<file path="config.mk">
export PLATFORM = sky130hd
export DESIGN_NAME = instr_fetch
export DESIGN_NICKNAME = d
export VERILOG_FILES = /design/src/rtl/otter_pkg.sv /design/src/rtl/instr_fetch.sv
export SDC_FILE = /design/constraint.sdc
export NUM_CORES = 1
export LEC_CHECK = 0
export ABC_AREA = 0
export CORE_MARGIN = 2
export CORE_UTILIZATION = 42
export CTS_CLUSTER_SIZE = 25
export DETAILED_ROUTE_END_ITERATION = 16
export PLACE_DENSITY = 0.86
export SLEW_MARGIN = 20
export SYNTH_ARGS = -nofsm -noshare
export SYNTH_HDL_FRONTEND = slang
export SYNTH_SLANG_ARGS = --single-unit
</file>
<file path="constraint.sdc">
create_clock -name clk -period 3.85 [get_ports clk]
set_input_delay 0.385 -clock clk [delete_from_list [all_inputs] [get_ports clk]]
set_output_delay 0.385 -clock clk [all_outputs]
set_load 0.02 [all_outputs]
</file>
<file path="src/rtl/otter_pkg.sv">
// otter_pkg: types and constants shared by the OTTER pipeline stages.
package otter_pkg;

   typedef enum logic [2:0] {
      IDLE,
      REQ,
      WAIT,
      FULL,
      DROP
   } if_state_t;

   localparam logic [31:0] NOP_INSTR = 32'h00000013;

endpackage

</file>
<file path="src/rtl/instr_fetch.sv">
// instr_fetch: OTTER fetch stage, req/ack imem port, valid/ready to decode.
// Optional IF_MISALIGN_CHECK_EN turns misaligned PCs into a flagged NOP.
module instr_fetch
   import otter_pkg::*;
(
   input  logic        clk,
   input  logic        IF_RST,
   input  logic [31:0] PC_COUNT,
   output logic        IF_PC_WE,
   input  logic        IF_FLUSH,
   output logic [31:0] IMEM_ADDR,
   output logic        IMEM_RD,
   input  logic        IMEM_ACK,
   input  logic        IMEM_RVALID,
   input  logic [31:0] IMEM_RDATA,
   output logic [31:0] IR,
   output logic [31:0] IR_PC,
   output logic        IR_VALID,
   input  logic        IR_READY
`ifdef IF_MISALIGN_CHECK_EN
   ,
   output logic        IF_MISALIGN
`endif
);

   if_state_t   state;
   if_state_t   state_n;
   logic        in_req;
   logic        misalign;
   logic        acked;
   logic        take_pc;
   logic        take_ir;

   assign in_req = (state == REQ);

`ifdef IF_MISALIGN_CHECK_EN
   logic mis_q;

   assign misalign    = in_req && (PC_COUNT[1:0] != 2'b00);
   assign IF_MISALIGN = mis_q;

   always_ff @(posedge clk) begin
      if (IF_RST) begin
         mis_q <= 1'b0;
      end else if (IF_FLUSH || (state == FULL && IR_READY)) begin
         mis_q <= 1'b0;
      end else if (misalign) begin
         mis_q <= 1'b1;
      end
   end
`else
   assign misalign = 1'b0;
`endif

   assign IMEM_RD   = in_req && !misalign;
   assign IMEM_ADDR = in_req ? PC_COUNT : 32'h0;
   assign acked     = IMEM_RD && IMEM_ACK;
   assign IR_VALID  = (state == FULL) && !IF_FLUSH;
   assign IF_PC_WE  = !IF_RST &&
                      (IF_FLUSH || (state == FULL && IR_READY));

   assign take_pc = in_req && !IF_FLUSH && (acked || misalign);
   assign take_ir = (state == WAIT) && IMEM_RVALID && !IF_FLUSH;

   // Flush wins over every other event; an accepted request still owes
   // a response, so it must be drained in DROP before refetching.
   always_comb begin
      state_n = state;
      unique case (state)
         IDLE: state_n = REQ;
         REQ: begin
            if (IF_FLUSH) begin
               state_n = acked ? DROP : REQ;
            end else if (misalign) begin
               state_n = FULL;
            end else if (acked) begin
               state_n = WAIT;
            end
         end
         WAIT: begin
            if (IF_FLUSH) begin
               state_n = IMEM_RVALID ? REQ : DROP;
            end else if (IMEM_RVALID) begin
               state_n = FULL;
            end
         end
         FULL: begin
            if (IF_FLUSH || IR_READY) begin
               state_n = REQ;
            end
         end
         DROP: begin
            if (IMEM_RVALID) begin
               state_n = REQ;
            end
         end
         default: state_n = IDLE;
      endcase
   end

   always_ff @(posedge clk) begin
      if (IF_RST) begin
         state <= IDLE;
         IR    <= NOP_INSTR;
         IR_PC <= 32'h0;
      end else begin
         state <= state_n;
         if (take_pc) begin
            IR_PC <= PC_COUNT;
         end
         if (take_ir) begin
            IR <= IMEM_RDATA;
         end else if (take_pc && misalign) begin
            IR <= NOP_INSTR;
         end
      end
   end

endmodule
</file>
; ---- Word level (Yosys, flattened, before mapping)
; Index checks and enable logic that the tools add are counted.
[op_classes]
bitwise_logic = 0
n_reduce_logical = 14
n_addsub = 0
multipliers = 0
order_cmp = 0
div = 0
shift = 0
muxes = 10
eq_ne = 8
[ops]
columns = cell, n
row1 = 2-to-1 mux 32 bit, 1
row2 = 2-to-1 mux 3 bit, 8
row3 = one-hot mux 3 bit (5 select lines), 1
row4 = logical AND 1 bit, 8
row5 = == test 3 x 2 -> 1 bit (second input constant), 2
row6 = AND reduction 4 bit, 1
row7 = == test 3 x 1 -> 1 bit (second input constant), 1
row8 = == test 3 bit (second input constant), 1
row9 = logical NOT 3 bit, 1
row10 = inequality test 3 x 2 -> 1 bit (second input constant), 1
row11 = inequality test 3 bit (second input constant), 1
row12 = logical NOT 1 bit, 2
row13 = logical OR 1 bit, 2
row14 = inequality test 2 x 1 -> 1 bit (second input constant), 1
row15 = inequality test 2 bit (second input constant), 1
[word_totals]
register_bits = 67
latchBits = 0
mem_bits_ro = 0
inputBits = 70
ramBits = 0
elab_cells = 35
mem_count = 0

; ---- Logic depth before layout (Yosys ltp)
[logic_depth]
depth_word = 5
mapped_depth = 6
mapped_depth_nobuf = 3

; ---- Worst setup path after synthesis
; OpenSTA, ideal clock, no wires.
[synth_path]
kind = reg2out
start = reg state[2]
end = out IMEM_ADDR[22]
t_arrival_ns = 1.316
stages_incl_launch_ff = 5
path_buffers = 2
required_ns = 3.465
setup_slack_ns = 2.149
cell_sequence = dfxtp_1 -> buf_6 -> nor3b_4 -> clkbuf_1 -> and2_1
[synth_via]
elab_chain_cells = 2
[synth_rtl]
columns = item, line_no
row1 = start: declaration, instr_fetch.sv:26  ; if_state_t state;
row2 = start signal: assignment, instr_fetch.sv:107  ; state <= state_n;
row3 = == test 3 x 1 -> 1 bit, instr_fetch.sv:34  ; assign in_req = (state == REQ);
row4 = named net IMEM_RD, instr_fetch.sv:12  ; output logic IMEM_RD,
row5 = 2-to-1 mux 32 bit, instr_fetch.sv:56  ; assign IMEM_ADDR = in_req ? PC_COUNT : 32'h0;
row6 = end: declaration, instr_fetch.sv:11  ; output logic [31:0] IMEM_ADDR,
; The timed path passes the listed nets, and every way through them passes these cells.

; ---- Worst setup path in the final report
[layout_path]
start = reg state[2]
end = out IMEM_ADDR[14]
[layout_via]
elab_chain_cells = 2
[layout_rtl]
columns = item, line_no
row1 = == test 3 x 1 -> 1 bit, instr_fetch.sv:34
row2 = 2-to-1 mux 32 bit, instr_fetch.sv:56
; No other way between the ends.

==> reports/summary.txt <==
Syn_area_per_cell -> 9.107 um^2
Max IR drop VDD -> 0.2534 mV
Synth Warn # -> 0
Fraction of layout cells with a size suffix above 1 -> 4.418%
Final GP Congestion -> 0.8195
Nets -> 564
Psw -> 0.0003951 W
Hold Vio Cnt, Final -> 0
Clock network fraction of total power -> 37.5%
Finished Core Util -> 68.91%
DPL Wire Length -> 5.872 mm
Io pins -> 169
Vias/cell -> 4.717
Post-synth cell types -> 24
Detail-routed net length per standard cell -> 13.19 um
Largest net degree at the start of global routing -> 70
Port buffer count -> 168
CP Launch Type -> flop
Sink Count -> 67
Worst-skew pair later-pin latency -> 320 ps
CP Capture Type -> output pin
Commonest non-fill, non-tap cell in the layout -> clkdlybuf4s50_1
CTS Buf Count -> 9
Comb power frac -> 18.7%
Placed Instances -> 582
# DRC -> 0
Reg power frac -> 43.8%
Status -> finished clean
Die height -> 89.49 um
Crit-path slowest cell -> nor3b_4
Maximum fanout along the worst path -> 34
Pwr Density -> 331.6 mW/mm^2
Area of the multi-input gates -> 0.001555 mm^2
Vias in the first global route -> 2599
CTS Hold Buffers Added -> 0
Register area -> 0.001341 mm^2
Setup Skew -> 6.044 ps
Vias post-DR -> 2816
Initial Utilization -> 42.77%
Routed Antenna Nets -> 0
Sequential-to-total area share from yosys stat -> 43.70%
Critical path, cell by cell -> nor3b_4, and2_1, clkdlybuf4s50_1
Antenna Cells -> 0
Setup bufs post-CTS -> 0
Area Overhead vs Synth -> 61.11%
Slew @ Worst Pin -> 976.4 ps
CTS max path bufs -> 2
Worst hold path type -> reg -> reg
Layout Cells excl Fill -> 597
Count of final setup violators -> 0
Syn_nets -> 407
Die area -> 0.008008 mm^2
Clock transition at the registers of the reported paths -> 70 ps
Syn Std Cell Area -> 0.003069 mm^2
Max-slew violations -> 0
Rows -> 31
Clock root buffer -> clkbuf_8
Leak pwr -> 1.769 nW
Max-slew headroom -> 34.83%
FF+latch count, synth -> 67
Total global routing track utilization -> 18.84%
Switching Share -> 24.10%
CP max stage delay -> 850 ps
Max Cap Violations -> 0
Post-synthesis cell count -> 337
Most frequent cells in the layout -> clkdlybuf4s50_1 (168), nand2_1 (93), dfxtp_1 (67)
DRT iter0 DRCs -> 68
WP data required -> 3460 ps
Chip width -> 89.49 um
Final period util -> 73.53%
Setup TNS -> 0 ps
Resize count post-CTS -> 0
Worst hold slack -> 458.2 ps
RSZ-0062 raised after global routing -> false
Critical setup path kind -> reg -> out
Worst Path Arrival -> 2450 ps
Core ar. -> 0.007176 mm^2
WL final -> 7.874 mm
H-tree Lvls -> 3
CTS tree -> yes
Overflow after GRT -> 0
Peak Freq -> 353.3 MHz
Total power -> 0.001639 W
Internal power -> 0.001244 W
1st-pass router iterations -> 4
First-pass GRT wire length -> 11.63 mm
Minimum clock period -> 2831 ps
Fillers -> 582
Initial antenna violation count -> 0
state kept, by name (all words and copies together) (netlist names):
register  count
IR_PC        32
state         3
IR           32
power by group through the flow:
stage	clock network [W]	registers, W	logic [W]
floorplan	0	0.000748	0.000133
global placement	0	0.000733	0.000302
detailed placement	0	0.000734	0.000309
CTS	0.000634	0.000718	0.000310
global route	0.000668	0.000719	0.000329
finish	0.000615	0.000718	0.000306
final timing paths:
check / from / end / slack, ps / cells past startpoint
hold / removal: IR_PC[3] / IR_PC[3] / 460 / 2
hold reg to reg: IR_PC[3] / IR_PC[3] / 460 / 2
setup / recovery: state[2] / IMEM_ADDR[14] / 1020 / 3
setup reg to reg: state[2] / IR_PC[20] / 1250 / 3
metal layers:
metal / GRT usage, % / up-vias / share of wire [%]
met5: 0 / - / 0
met4: 8.277 / 0 / 1.3
met3: 7.479 / 9 / 10
met2: 31.78 / 118 / 49
met1: 20.97 / 1293 / 39
li1: - / 1396 / -
through the flow:
stage,worst slack [ps],cell area [um^2]
final,1019,4945
after global routing,859.4,4945
after CTS,949.3,4945
after detailed placement,1192,4732
after global placement,1329,4732
after floorplan,2149,3069
final cells by class:
class                   instances  area share, %
clock buffers                  14          3.694
clock inverters                 1         0.6073
inverters                       2         0.1518
multi-input cells             243          31.45
flip-flops and latches         67          27.13
well taps                      99          2.505
repair buffers                171          34.46
cells by family after synthesis:
group | after synthesis | synth area share (%)
buffers and inverters | 27 | 5.666
AOI/OAI and AO/OA | 6 | 1.141
and+or+nand+nor | 173 | 28.62
muxes | 64 | 20.87
DFF | 67 | 43.70
worst max-delay path: cells and delay by family (launching register included):
family / cells / cell delay (ps)
buffers and inverters: 1 / 600
flip-flops: 1 / 410
AND/OR/NAND/NOR: 2 / 1100
cell usage after synthesis:
master    number  area [um^2]
nand2b_4       1        13.76
nor4_1         1        6.260
a41oi_1        1        8.760
mux2i_1       64        640.6
inv_1          2        7.510
nand3b_1       1        7.510
dfxtp_1       67         1341
o22ai_1        1        6.260
and2_1        32        200.2
nor2_1         8        30.03
o21ai_0        1        5.000
a21oi_1        3        15.01
buf_2          1        5.000
nor4b_4        1        23.77
buf_6          5        56.30
and3b_1        3        26.28
nand2b_1      30        187.7
buf_1          2        7.510
nor3b_4        1        18.77
clkbuf_1      14        52.55
buf_8          3        45.04
nand3_1        1        5.000
nor4bb_1       1        10.01
nand2_1       93        349.1
Power figures use the tool's default switching activity.
